===== config.mk =====
export PLATFORM = sky130hd
export DESIGN_NAME = sat_add_acc
export DESIGN_NICKNAME = d
export VERILOG_FILES = /design/src/rtl/sat_pkg.sv /design/src/rtl/sat_add_core.sv /design/src/rtl/sat_add_acc.sv
export SDC_FILE = /design/constraint.sdc
export NUM_CORES = 1
export LEC_CHECK = 0
export BUFFER_PORTS_ARGS = -buffer_cell sky130_fd_sc_hd__buf_2
export CAP_MARGIN = 10
export CORE_MARGIN = 3
export CORE_UTILIZATION = 25
export DETAILED_ROUTE_END_ITERATION = 10
export GPL_ROUTABILITY_DRIVEN = 0
export PLACE_DENSITY = 0.43
export SYNTH_ARGS = -nofsm -noshare
export SYNTH_HDL_FRONTEND = slang
export SYNTH_SLANG_ARGS = --single-unit

===== constraint.sdc =====
create_clock -name clk -period 3.6 [get_ports clk]
set_clock_uncertainty 0.2 [all_clocks]
set_input_delay 0.36 -clock clk [delete_from_list [all_inputs] [get_ports clk]]
set_output_delay 0.36 -clock clk [all_outputs]
set_load 0.1 [all_outputs]

===== src/rtl/sat_pkg.sv =====
// Shared constants, result type and clamp-limit helpers for the
// saturating adder/accumulator datapath.
package sat_pkg;

    localparam logic MODE_ADD = 1'b0;
    localparam logic MODE_ACC = 1'b1;

    // Widest operand the clamp helpers can describe.
    localparam int MAX_W = 32;

    typedef struct packed {
        logic signed [MAX_W-1:0] sum;
        logic                    ovf;
    } sat_res_t;

    // 2^(w-1)-1, sign-extended to MAX_W bits.
    function automatic logic signed [MAX_W-1:0] sat_max(input int w);
        logic [MAX_W-1:0] m;
        m = {1'b0, {(MAX_W-1){1'b1}}};
        return m >> (MAX_W - w);
    endfunction

    // -2^(w-1), sign-extended to MAX_W bits.
    function automatic logic signed [MAX_W-1:0] sat_min(input int w);
        return ~sat_max(w);
    endfunction

endpackage


===== src/rtl/sat_add_core.sv =====
// Combinational signed a+b with overflow detect and optional clamp.
// Ports: a, b operands; sum result (clamped or wrapped); ovf overflow flag.
module sat_add_core
    import sat_pkg::*;
#(
    parameter int WIDTH    = 8,
    parameter bit SATURATE = 1'b1
) (
    input  logic [WIDTH-1:0] a,
    input  logic [WIDTH-1:0] b,
    output logic [WIDTH-1:0] sum,
    output logic             ovf
);

    localparam logic [WIDTH-1:0] SMAX = WIDTH'(sat_max(WIDTH));
    localparam logic [WIDTH-1:0] SMIN = WIDTH'(sat_min(WIDTH));

    logic [WIDTH:0] exact;

    // Sign-extend by one bit so the exact sum always fits.
    assign exact = {a[WIDTH-1], a} + {b[WIDTH-1], b};

    always_comb begin
        // Top two bits disagree exactly when the result left the range.
        ovf = exact[WIDTH] ^ exact[WIDTH-1];
        sum = exact[WIDTH-1:0];
        if (SATURATE && ovf) begin
            // exact[WIDTH] is the true sign of the unbounded sum.
            sum = exact[WIDTH] ? SMIN : SMAX;
        end
    end

endmodule


===== src/rtl/sat_add_acc.sv =====
// Two-stage valid/ready signed saturating adder/accumulator.
// Ports: in_* operand beat + handshake; out_* result + handshake;
// ovf_sticky/sticky_clr overflow history; clk, rst (async, high).
module sat_add_acc
    import sat_pkg::*;
#(
    parameter int WIDTH    = 8,
    parameter bit SATURATE = 1'b1
) (
    input  logic             clk,
    input  logic             rst,
    input  logic             in_valid,
    output logic             in_ready,
    input  logic [WIDTH-1:0] in_a,
    input  logic [WIDTH-1:0] in_b,
    input  logic             in_mode,
    input  logic             in_clr,
    output logic             out_valid,
    input  logic             out_ready,
    output logic [WIDTH-1:0] out_sum,
    output logic             out_ovf,
    output logic             ovf_sticky,
    input  logic             sticky_clr
);

    logic             s1_valid;
    logic [WIDTH-1:0] s1_a;
    logic [WIDTH-1:0] s1_b;
    logic             s1_mode;
    logic             s1_clr;

    logic [WIDTH-1:0] acc;
    logic [WIDTH-1:0] op_b;
    logic [WIDTH-1:0] core_sum;
    logic             core_ovf;
    logic             advance;
    logic             load2;

    // One global stall: the whole pipe moves unless a result is
    // waiting on a downstream that is not ready.
    assign advance  = !out_valid || out_ready;
    assign in_ready = advance;
    assign load2    = advance && s1_valid;

    always_comb begin
        op_b = s1_b;
        if (s1_mode == MODE_ACC) begin
            op_b = s1_clr ? '0 : acc;
        end
    end

    sat_add_core #(
        .WIDTH    (WIDTH),
        .SATURATE (SATURATE)
    ) u_core (
        .a   (s1_a),
        .b   (op_b),
        .sum (core_sum),
        .ovf (core_ovf)
    );

    always_ff @(posedge clk or posedge rst) begin
        if (rst) begin
            s1_valid <= 1'b0;
            s1_a     <= '0;
            s1_b     <= '0;
            s1_mode  <= MODE_ADD;
            s1_clr   <= 1'b0;
        end else if (advance) begin
            s1_valid <= in_valid;
            if (in_valid) begin
                s1_a    <= in_a;
                s1_b    <= in_b;
                s1_mode <= in_mode;
                s1_clr  <= in_clr;
            end
        end
    end

    always_ff @(posedge clk or posedge rst) begin
        if (rst) begin
            out_valid <= 1'b0;
            out_sum   <= '0;
            out_ovf   <= 1'b0;
        end else if (advance) begin
            out_valid <= s1_valid;
            if (s1_valid) begin
                out_sum <= core_sum;
                out_ovf <= core_ovf;
            end
        end
    end

    // acc follows the final (clamped/wrapped) ACC result, so the next
    // ACC beat sitting in stage 1 sees it without any stall.
    always_ff @(posedge clk or posedge rst) begin
        if (rst) begin
            acc <= '0;
        end else if (load2 && s1_mode == MODE_ACC) begin
            acc <= core_sum;
        end
    end

    // Set beats clear when both happen in one cycle.
    always_ff @(posedge clk or posedge rst) begin
        if (rst) begin
            ovf_sticky <= 1'b0;
        end else if (load2 && core_ovf) begin
            ovf_sticky <= 1'b1;
        end else if (sticky_clr) begin
            ovf_sticky <= 1'b0;
        end
    end

endmodule


---- After elaboration in Yosys (flattened, before gate mapping) ----
Index checks and enable logic that the tools add are counted.
storage, ports and cells
  output and inout bits ................... 12
  bits in registers ....................... 38
  input bits .............................. 23
operators by class
  bitwise logic cells ..................... 1
  $add $sub $neg .......................... 1
  reduce and logical (&&, ||, !) cells .... 8
  mux-type cells .......................... 6
operators with widths
  cell                                    count
  8-bit two-way mux                       4
  8-bit by 8-bit adder with 9-bit output  1
  2-bit AND reduction                     2
  1-bit logical AND                       3
  1-bit two-way mux                       2
  2-bit nonzero test                      1
  1-bit logical NOT                       1
  1-bit logical OR                        1
  1-bit bitwise XOR                       1

---- Longest topological paths before layout ----
Gate-level depths: netlist of the first run.
  word-level depth ........................ 6
  depth in mapped cells ................... 11
  mapped depth without buffers ............ 10

---- By module ----
Synthesis of the first run repeated with hierarchy kept, for this count alone.
unflattened totals
  cell total of the unflattened synthesis .. 170
  area total of the unflattened synthesis .. 2,038.2 um2
by module, submodules not included
  module        cells an instance  area each (um2)  times used
  sat_add_acc   114                1,605.3          1
  sat_add_core  56                 432.9            1

---- Worst setup path after synthesis of the first run ----
Ideal clock, no wire load.
  path type ............................... flip-flop to flip-flop
  start ................................... register s1_mode
  end ..................................... register out_sum[1]
  stages on the path, launching flop included .. 12
  data arrival time ....................... 2.602 ns
  data required time ...................... 3.300 ns
  library setup time ...................... 0.100 ns
  buffers on the path ..................... 2
  path slack .............................. 0.699 ns
  cell sequence ........................... dfrtp_1 clkbuf_1 clkbuf_1 o21ai_0 ha_1 inv_1 fa_1 nor2b_1 o211ai_1 a21oi_4 nand3_2 a311oi_1
on the way
  cells in the longest elaborated chain, start to end .. 4
  elaborated cells on any way between the ends .. 5
  classes of those cells .................. add/sub (1); mux (3); bitwise (1)
ends and longest elaborated chain
  element                                                 line                                    RTL
  from (decl)                                             sat_add_acc.sv:29                       logic s1_mode;
  from (signal assigned)                                  sat_add_acc.sv:74                       s1_mode <= in_mode;
  8-bit two-way mux *                                     sat_add_acc.sv:47                       if (s1_mode == MODE_ACC) begin
  8-bit by 8-bit adder with 9-bit output *                sat_add_core.sv:21                      assign exact = {a[WIDTH-1], a} + {b[WIDTH-1], b};
  8-bit two-way mux or 1-bit bitwise XOR (tied branches)  sat_add_core.sv:29, sat_add_core.sv:25
  8-bit two-way mux *                                     sat_add_core.sv:27                      if (SATURATE && ovf) begin
  to (signal assigned)                                    sat_add_acc.sv:88                       out_sum <= core_sum;
  to (decl)                                               sat_add_acc.sv:20                       output logic [WIDTH-1:0] out_sum,
Mark *: on every way between the ends. The rest lies on a longest branch, timed or not.
A chain may end at the register's enable or synchronous reset.

---- Worst setup path in the final report of the first run ----
  start ................................... register s1_mode
  end ..................................... register out_sum[4]
Same word-level chain as after synthesis.

==> results of run 1 <==
cells by family after synthesis:
group           after synthesis
compound gates               56
xor+xnor                      3
fa+ha+maj                     9
buf+inv                      25
simple gates                 57
flops                        38
mux                          18
critical path, stage by stage, from the launching register on:
cell	delay [ns]
dfrtp_1	0.66
nand3b_1	0.11
o21ai_0	0.09
ha_1	0.23
inv_1	0.07
fa_1	0.39
nor2b_1	0.25
o211ai_1	0.21
a21oi_4	0.30
nand3_2	0.25
a311oi_1	0.32
stage by stage:
stage	power (mW)	worst slack (ns)
after CTS	2.23	0.358
after global placement	1.91	0.485
after floorplan	1.67	0.699
after detailed placement	1.91	0.361
after global routing	2.37	0.0107
final	2.21	0.411
cells in the final DEF, fill, tap and decap left out, drive strengths merged, types with 2 or more instances in the layout:
master	n
dfrtp	38
buf	35
mux2	18
o21ai	18
inv	17
nor2	13
nand2	12
nand3b	8
ha	8
clkbuf	7
a211oi	6
a21oi	6
and2	4
a311oi	4
o211ai	3
a21o	3
a22oi	3
o31ai	3
and3	3
a2111oi	3
and2b	3
nor2b	2
or2	2
xnor2	2
nor3	2
o211a	2
nand3	2
power groups by stage:
stage,Combinational (mW),Sequential (mW),Clock [mW]
floorplan,0.649,1.02,0
global placement,1.24,0.666,0
detailed placement,1.25,0.663,0
CTS,1.25,0.657,0.322
global route,1.35,0.676,0.345
finish,1.24,0.655,0.310
layer usage:
layer | GRT usage | vias to the layer above | wire (um)
li1 | - | 813 | -
met1 | 0.154 | 785 | 2550
met5 | 0 | - | 0
met3 | 0.0351 | 2 | 243
met4 | 0.0315 | 0 | 37
met2 | 0.158 | 32 | 2070
area by class of cell:
type,instances,area share
flip-flops and latches,38,0.375
inverters,17,0.0251
clock buffers,7,0.0340
repair buffers,36,0.0739
multi-input cells,143,0.439
clock inverters,1,0.00197
well taps,105,0.0517
path summary, 6_finish.rpt:
check                                  end  slack (ns)  cells after the start
worst max-delay path            out_sum[4]        0.41                     10
worst min-delay path               s1_a[7]        0.09                      2
worst max register to register  out_sum[4]        0.41                     10
worst min register to register  out_sum[0]        0.29                      2
max in group asynchronous       out_sum[5]        2.33                      4
min in group asynchronous          s1_a[7]        0.53                      4
sequential cells by signal (all words and copies together), names as in the netlist:
| name | cells |
|---|---|
| s1_valid | 1 |
| s1_a | 8 |
| out_ovf | 1 |
| s1_b | 8 |
| out_valid | 1 |
| s1_mode | 1 |
| s1_clr | 1 |
| acc | 8 |
| ovf_sticky | 1 |
| out_sum | 8 |
==> results by group, run 1 <==
Setup path
  • R2r startpoint: s1_mode
  • Critical Path Start: s1_mode
  • Crit path DAT: 3.19 ns
  • Critical path class: reg2reg
  • Crit. End Element: flop
  • Critical path data required time: 3.60 ns
  • CP startpoint kind: flop
  • Worst-path fanout max: 19

Logic synthesis
  • EDFF count, synth: 0
  • Area leader, netlist: dfrtp_1
  • Net count of the mapped netlist: 238
  • Post-synthesis cell area: 2170 um^2
  • Syn avg cell area: 10.5 um^2
  • Top post-synthesis cells by count: dfrtp_1 (38), mux2_2 (18), inv_1 (17)
  • Post-Synth XOR/XNOR Area: 0.0121
  • Sequential-to-total area share from yosys stat: 0.439
  • Cell variety after synth: 49
  • Syn. warnings: 0
  • FF+latch count, synth: 38
  • Asr flop ratio synth: 1.00
  • Main combinational cell family by area after synthesis: compound AO/OA/AOI/OAI gates
  • Synth top area cells: dfrtp_1 (44%), mux2_2 (9.4%), ha_1 (4.6%), o21ai_0 (3.7%), inv_1 (2.9%)
  • Post-Synth Adder-Cell Area: 0.0554
  • Ys flop type: dfrtp_1
  • Most common cell in the netlist: dfrtp_1
  • Compound-Gate Fraction of Synth Area: 0.199
  • Post-synth top area share: 0.439
  • Simple-gate portion of the synthesized area: 0.154
  • Synthesized instance count: 206
  • Multiplexer area fraction after synthesis: 0.0935

Clocking
  • Hold_buf cts: 1
  • Root Driver: clkbuf_8
  • TritonCTS clock tree: done
  • Setup Fix Bufs, Post-CTS: 0
  • TritonCTS buffer count: 5
  • Reg clk slew, reported paths: 0.08 ns
  • H-tree levels: 2
  • Clock latency at the later pin of the worst-skew pair: 0.29 ns
  • Post-CTS sizing: 0
  • Clk sinks: 38
  • Clock Path Buffers: 2

Finish
  • Synthesis-to-finish area growth: 17.1%
  • Post-Route Utilization: 0.306
  • Final Instance Area: 2540 um^2
  • Non-filler cells, final: 347
  • Share of cells above drive strength 1: 0.306
  • # nets final: 273
  • Area of the multi-input gates: 1110 um^2
  • Layout fillers: 875
  • Register area: 951 um^2
  • Diodes inserted: 0

Floorplan
  • Row Count: 33
  • IO Pins: 35
  • Die height: 99.1 um
  • Core area: 8300 um^2
  • Die W: 99.1 um
  • DIE AREA: 9820 um^2
  • Starting Density: 0.261

STA
  • Post-layout min period: 3.19 ns
  • Fmax achieved: 0.314 GHz
  • Final slew viol count: 0
  • RSZ-0062 raised after global routing: no
  • Crit share post-route: 0.886
  • Final hold vios: 0
  • # setup viols final: 0
  • Worst-Margin Slew: 0.776 ns
  • Relative max-transition margin: 0.482
  • Worst hold slack: 0.0910 ns
  • Setup TNS: 0 ns

Global routing
  • Pin count of the biggest net entering global routing: 39
  • Initial antenna violation count: 0
  • First-pass GRT wire length: 8390 um
  • Total Routing Usage GR: 0.109
  • GRT Residual Overflow: 0
  • Number of global-route vias before repair: 1671

Power and ir drop
  • Psw: 1.12 mW
  • Pint: 1.09 mW
  • Comb power frac: 0.563
  • Maximum VDD drop: 213 uV
  • Clock power share: 0.140
  • Lkg Pwr: 1.16 nW
  • Register share of total power: 0.297
  • Power density cells: 869 nW/um^2
  • Switching share of power: 0.505

Drt
  • DRT iter0 DRCs: 102
  • Drc violations: 0
  • Routed wire length: 4910 um
  • Drt wl/cell: 14.1 um
  • Final ANT Viol Nets: 0
  • Vias/cell: 4.70
  • Routed via count: 1632
  • Initial DRT Pass Iterations: 4

Placed design
  • Final HPWL DP: 3650 um
  • Placed cells: 338
  • Post-DP Area: 2440 um^2
  • IO buf count: 34

Flow run
  • Total of max-cap violations: 0

Min path
  • Worst Hold Class: in2reg
  • HP Start: in_a[7]

Run status
  • Status: finished clean
No activity file was read; power rests on OpenSTA's default activity.
==> run 2, diff against run 1 <==
--- a/config.mk
+++ b/config.mk
@@ -6,12 +6,13 @@
 export NUM_CORES = 1
 export LEC_CHECK = 0
 export BUFFER_PORTS_ARGS = -buffer_cell sky130_fd_sc_hd__buf_2
-export CAP_MARGIN = 10
+export CAP_MARGIN = 0
 export CORE_MARGIN = 3
 export CORE_UTILIZATION = 25
 export DETAILED_ROUTE_END_ITERATION = 10
 export GPL_ROUTABILITY_DRIVEN = 0
-export PLACE_DENSITY = 0.43
+export MAX_ROUTING_LAYER = met4
+export PLACE_DENSITY = 0.44
 export SYNTH_ARGS = -nofsm -noshare
 export SYNTH_HDL_FRONTEND = slang
 export SYNTH_SLANG_ARGS = --single-unit
==> constraint.sdc (replaced) <==
create_clock -name clk -period 2.6 [get_ports clk]
set_clock_uncertainty 0.2 [all_clocks]
set_input_delay 0.26 -clock clk [delete_from_list [all_inputs] [get_ports clk]]
set_output_delay 0.26 -clock clk [all_outputs]
set_load 0.1 [all_outputs]
==> results by group, run 2 (synthesis gave the netlist of run 1 again) <==
Run status
  • Status: finished with violations
  • Failing checks: negative setup slack

Finish
  • Layout fillers: 859 (-1.8%)
  • Share of cells above drive strength 1: 0.481 (+0.175)
  • Register area: 953 um^2 (+0.26%)
  • Area of the multi-input gates: 1230 um^2 (+10%)
  • # nets final: 321 (+18%)
  • Commonest non-fill, non-tap cell in the layout: dfrtp_1
  • Diodes inserted: 0 (unchanged)
  • Final Instance Area: 3060 um^2 (+20%)
  • Synthesis-to-finish area growth: 41.1%
  • Post-Route Utilization: 0.368 (+0.0624)
  • Non-filler cells, final: 394 (+14%)
  • Commonest cells after routing, fill and taps aside: dfrtp_1 (36), buf_2 (34), buf_4 (34), mux2_2 (18), inv_1 (16)

Clocking
  • Root Driver: clkbuf_8
  • TritonCTS buffer count: 5 (unchanged)
  • Clk sinks: 38 (unchanged)
  • H-tree levels: 2 (unchanged)
  • Reg clk slew, reported paths: 0.07 ns (about the same)
  • Clock Path Buffers: 2 (unchanged)
  • Clock latency at the later pin of the worst-skew pair: 0.28 ns (about the same)
  • TritonCTS clock tree: done

Setup path
  • Slowest-stage cell, CP: a2111oi_4
  • Crit. End Element: flop
  • CP peak stage delay: 0.48 ns (-0.18 ns)
  • Most frequent CP cell: buf_6
  • Internal reg-to-reg setup slack: -0.16 ns (-0.57 ns)
  • CP bufs+invs: 2 (+1)
  • Cell family with most CP delay: compound AO/OA/AOI/OAI gates
  • Critical path class: reg2reg
  • CP cell instances: nand3b_1 -> o21ai_1 -> ha_1 -> a21o_1 -> a2111oi_4 -> a21oi_4 -> buf_6 -> buf_6 -> and3_4 -> a221o_1
  • CP startpoint kind: flop
  • R2r startpoint: s1_clr
  • Critical path data required time: 2.57 ns (-1.03 ns)
  • Worst-path fanout max: 6 (-13)
  • Critical Path Start: s1_clr
  • Crit path DAT: 2.73 ns (-0.46 ns)

Min path
  • HP Start: in_b[6]
  • Worst Hold Class: in2reg

Floorplan
  • DIE AREA: 9820 um^2 (unchanged)
  • IO Pins: 35 (unchanged)
  • Core area: 8300 um^2 (unchanged)
  • Die height: 99.1 um (unchanged)
  • Die W: 99.1 um (unchanged)
  • Row Count: 33 (unchanged)
  • Starting Density: 0.261 (unchanged)

Drt
  • Routed wire length: 5230 um (+6.6%)
  • Drt wl/cell: 13.3 um (-6.1%)
  • Initial DRT Pass Iterations: 4 (unchanged)
  • Vias/cell: 4.58 (-2.6%)
  • Drc violations: 0 (unchanged)
  • Routed via count: 1805 (+11%)
  • Final ANT Viol Nets: 0 (unchanged)
  • DRT iter0 DRCs: 83 (-19%)

Global routing
  • Pin count of the biggest net entering global routing: 39 (unchanged)
  • Total Routing Usage GR: 0.116 (+0.00771)
  • GR Util met2: 0.186 (+0.0279)
  • GR Layer Usage met1: 0.154 (+0.000236)
  • Number of global-route vias before repair: 1841 (+10%)
  • GR peak layer: met2
  • First-pass GRT wire length: 9000 um (+7.3%)
  • GRT Residual Overflow: 0 (unchanged)
  • Initial antenna violation count: 0 (unchanged)
  • Met3 Resource Use GR: 0.0217 (-0.0133)

STA
  • Final worst slack: -0.164 ns (-0.575 ns)
  • Final hold vios: 0 (unchanged)
  • RSZ-0062 raised after global routing: yes
  • Post-layout min period: 2.76 ns (-0.425 ns)
  • Fmax achieved: 0.362 GHz (+15%)
  • Final slew viol count: 0 (unchanged)
  • Worst-Margin Slew: 0.500 ns (-0.275 ns)
  • Relative max-transition margin: 0.666 (+0.185)
  • Worst hold slack: 0.00525 ns (-0.0857 ns)
  • # setup viols final: 16 (+16)
  • Crit share post-route: 1.06 (+0.177)

Power and ir drop
  • Power density cells: 1170 nW/um^2 (+35%)
  • Lkg Pwr: 1.40 nW (+21%)
  • Maximum VDD drop: 367 uV (+72%)

Flow run
  • Total of max-cap violations: 0 (unchanged)

Placed design
  • Post-DP Area: 2710 um^2 (+11%)
  • Placed cells: 368 (+8.9%)
  • Final HPWL DP: 3920 um (+7.4%)
  • IO buf count: 34 (unchanged)
-- run 2: cell count changes in the layout (fill, tap and decap cells not counted), sizes merged --
| cell | delta |
|---|---|
| dlygate4sd3 | +6 |
| buf | +42 |
| clkinv | -1 |
-- run 2: repair_timing --
item,4_1_cts,5_1_grt
setup endpoints to repair,16,17
gates cloned,0,0
pin swaps,17,10
setup buffers,10,3
endpoints found under the hold margin,44,0
resized for setup,21,16
hold buffers,7,0
-- run 2: power by group --
part | leakage [nW] | switching (mW) | total, mW | internal (mW)
clock network | 0.0383 | 0.198 | 0.383 | 0.185
logic | 0.922 | 1.36 | 2.30 | 0.935
registers | 0.441 | 0.125 | 0.905 | 0.780
-- run 2: final cells by class --
cell class	instances	area share
well taps	105	0.0430
clock buffers	7	0.0250
multi-input cells	143	0.401
repair buffers	84	0.198
flip-flops and latches	38	0.312
inverters	17	0.0209
-- run 2: per-layer routing --
layer	wire length [um]	vias to the layer above
li1	-	907
met4	21	0
met1	2570	868
met2	2450	28
met5	0	-
met3	186	2
-- run 2: through the flow --
stage                     total power, mW  TNS [ns]  setup WS [ns]
after floorplan                      2.40    -0.497        -0.0934
after CTS                            3.53     -1.48         -0.138
final                                3.58     -1.39         -0.164
after detailed placement             2.96     -3.13         -0.251
after global placement               2.96     -2.89         -0.249
after global routing                 3.83     -3.74         -0.283
-- run 2: path summary, 6_finish.rpt --
check	endpoint	cells past startpoint
min in group asynchronous	s1_b[1]	4
max	ovf_sticky	10
max reg2reg	ovf_sticky	10
min	s1_b[6]	2
min reg2reg	out_sum[0]	2
max in group asynchronous	s1_mode	4
==> run 3, diff against run 2 <==
--- a/config.mk
+++ b/config.mk
@@ -7,12 +7,14 @@
 export LEC_CHECK = 0
 export BUFFER_PORTS_ARGS = -buffer_cell sky130_fd_sc_hd__buf_2
 export CAP_MARGIN = 0
+export CELL_PAD_IN_SITES_DETAIL_PLACEMENT = 1
+export CELL_PAD_IN_SITES_GLOBAL_PLACEMENT = 1
 export CORE_MARGIN = 3
 export CORE_UTILIZATION = 25
 export DETAILED_ROUTE_END_ITERATION = 10
 export GPL_ROUTABILITY_DRIVEN = 0
 export MAX_ROUTING_LAYER = met4
-export PLACE_DENSITY = 0.44
+export PLACE_DENSITY = 0.53
 export SYNTH_ARGS = -nofsm -noshare
 export SYNTH_HDL_FRONTEND = slang
 export SYNTH_SLANG_ARGS = --single-unit
==> results by group, run 3 (synthesis gave the netlist of run 1 again) <==
Setup path
  • Crit path DAT: 2.81 ns (+0.08 ns)
  • Slowest-stage cell, CP: dfrtp_2
  • Worst reg-to-reg path cell count: 12 (+2)
  • Worst-path fanout max: 5 (-1)
  • Critical path class: reg2reg
  • Crit Reg-Reg Endpoint: out_sum[5]
  • CP peak stage delay: 0.44 ns (-0.04 ns)
  • CP bufs+invs: 4 (+2)
  • CP cell instances: buf_6 -> buf_6 -> o21ai_2 -> ha_2 -> inv_2 -> fa_2 -> nor2b_4 -> o211ai_1 -> a21oi_4 -> nand3_4 -> buf_6 -> a211oi_2
  • CP startpoint kind: flop
  • Crit. End Element: flop
  • Critical path data required time: 2.61 ns (+0.04 ns)
  • R2r startpoint: s1_mode
  • Cell family with most CP delay: compound AO/OA/AOI/OAI gates
  • Internal reg-to-reg setup slack: -0.21 ns (-0.04 ns)
  • Most frequent CP cell: buf_6

Global routing
  • Pin count of the biggest net entering global routing: 39 (unchanged)
  • Initial antenna violation count: 0 (unchanged)
  • GRT Residual Overflow: 0 (unchanged)
  • Number of global-route vias before repair: 1989 (+8.0%)
  • First-pass GRT wire length: 10200 um (+13%)
  • Total Routing Usage GR: 0.134 (+0.0175)

STA
  • Final hold vios: 0 (unchanged)
  • Relative max-transition margin: 0.670 (+0.00337)
  • Setup TNS: -2.60 ns (-1.22 ns)
  • Worst hold slack: 0.0111 ns (+0.00582 ns)
  • Worst-Margin Slew: 0.495 ns (-0.00505 ns)
  • Final slew viol count: 0 (unchanged)
  • Post-layout min period: 2.81 ns (+0.0418 ns)
  • Fmax achieved: 0.356 GHz (-1.5%)
  • Crit share post-route: 1.08 (+0.0161)
  • RSZ-0062 raised after global routing: yes
  • # setup viols final: 17 (+1)
  • Final worst slack: -0.206 ns (-0.0418 ns)

Finish
  • # nets final: 338 (+5.3%)
  • Commonest cells after routing, fill and taps aside: dfrtp_1 (36), buf_2 (34), buf_4 (32), mux2_2 (18), dlygate4sd3_1 (18)
  • Share of cells above drive strength 1: 0.495 (+0.0141)
  • Post-Route Utilization: 0.398 (+0.0294)
  • Diodes inserted: 0 (unchanged)
  • Non-filler cells, final: 412 (+4.6%)
  • Commonest non-fill, non-tap cell in the layout: dfrtp_1
  • Final Instance Area: 3300 um^2 (+8.0%)
  • Synthesis-to-finish area growth: 52.3%

Floorplan
  • DIE AREA: 9820 um^2 (unchanged)
  • Starting Density: 0.261 (unchanged)
  • Die height: 99.1 um (unchanged)
  • Core area: 8300 um^2 (unchanged)
  • Row Count: 33 (unchanged)
  • Die W: 99.1 um (unchanged)
  • IO Pins: 35 (unchanged)

Clocking
  • Reg clk slew, reported paths: 0.08 ns (about the same)
  • H-tree levels: 2 (unchanged)
  • TritonCTS clock tree: done
  • Root Driver: clkbuf_8
  • TritonCTS buffer count: 5 (unchanged)
  • Clock Path Buffers: 2 (unchanged)
  • Clk sinks: 38 (unchanged)
  • Clock latency at the later pin of the worst-skew pair: 0.29 ns (about the same)

Min path
  • Worst Hold Class: in2reg
  • HP Start: in_b[5]
  • Hold EP: s1_b[5]
  • Hold Path Depth: 2 (unchanged)

Power and ir drop
  • Power density cells: 1170 nW/um^2 (-0.40%)
  • Lkg Pwr: 1.51 nW (+7.6%)
  • Total Power Consumption: 3.86 mW (+7.6%)
  • Maximum VDD drop: 273 uV (-26%)

Drt
  • Vias/cell: 4.64 (+1.2%)
  • Final ANT Viol Nets: 0 (unchanged)
  • Initial DRT Pass Iterations: 4 (unchanged)
  • Drt wl/cell: 14.5 um (+9.5%)
  • Drc violations: 0 (unchanged)
  • Routed via count: 1910 (+5.8%)
  • DRT iter0 DRCs: 53 (-36%)
  • Routed wire length: 5990 um (+15%)

Placed design
  • Post-DP Area: 2710 um^2 (unchanged)
  • IO buf count: 34 (unchanged)
  • Final HPWL DP: 4270 um (+8.8%)
  • Placed cells: 368 (unchanged)
  • Dpl ws: -0.295 ns (-0.0443 ns)

Run status
  • Status: finished with violations
  • Failing checks: negative setup slack

Flow run
  • Total of max-cap violations: 0 (unchanged)
## run 3: worst max-delay path by stage
stage                 start          to  slack [ns]  cells after the start
floorplan           s1_mode  ovf_sticky       -0.09                     11
global placement    s1_mode  out_sum[6]       -0.26                      7
detailed placement  s1_mode  out_sum[4]       -0.30                      7
CTS                 s1_mode  out_sum[5]       -0.16                     12
global route        s1_mode  out_sum[5]       -0.33                     12
finish              s1_mode  out_sum[5]       -0.21                     12
## run 3: what timing repair did
| action | 4_1_cts | 5_1_grt |
|---|---|---|
| gates cloned | 1 | 0 |
| setup endpoints to repair | 18 | 18 |
| pin swaps | 24 | 13 |
| buffers inserted | 15 | 6 |
| gates resized for setup | 31 | 21 |
| hold buffers | 18 | 0 |
| endpoints found under the hold margin | 55 | 0 |
## run 3: worst register-to-register path, stage by stage (launching register included)
cell and delay (ns):
dfrtp_2 0.44, buf_6 0.14, buf_6 0.11, o21ai_2 0.12
ha_2 0.19, inv_2 0.04, fa_2 0.36, nor2b_4 0.12
o211ai_1 0.17, a21oi_4 0.33, nand3_4 0.17, buf_6 0.16
a211oi_2 0.16
## run 3: layer usage
layer	wire length, um	GRT usage	up-vias
li1	-	-	943
met1	2810	0.169	919
met2	2850	0.214	36
met3	194	0.0273	12
met4	137	0.0452	0
met5	0	-	-
## run 3: where the power goes
part           leakage [nW]  switching [mW]  internal [mW]
Sequential            0.441           0.124          0.780
Clock                0.0482           0.213          0.214
Combinational          1.02            1.47           1.06
## run 3: final cells by class
| class | count | area [um^2] |
|---|---|---|
| Fill cell | 923 | 5000 |
| Multi-Input combinational cell | 144 | 1280 |
| Sequential cell | 38 | 953 |
| Timing Repair Buffer | 100 | 779 |
| Tap cell | 105 | 131 |
| Clock buffer | 7 | 86.3 |
| Inverter | 17 | 63.8 |
| Clock inverter | 1 | 5.00 |
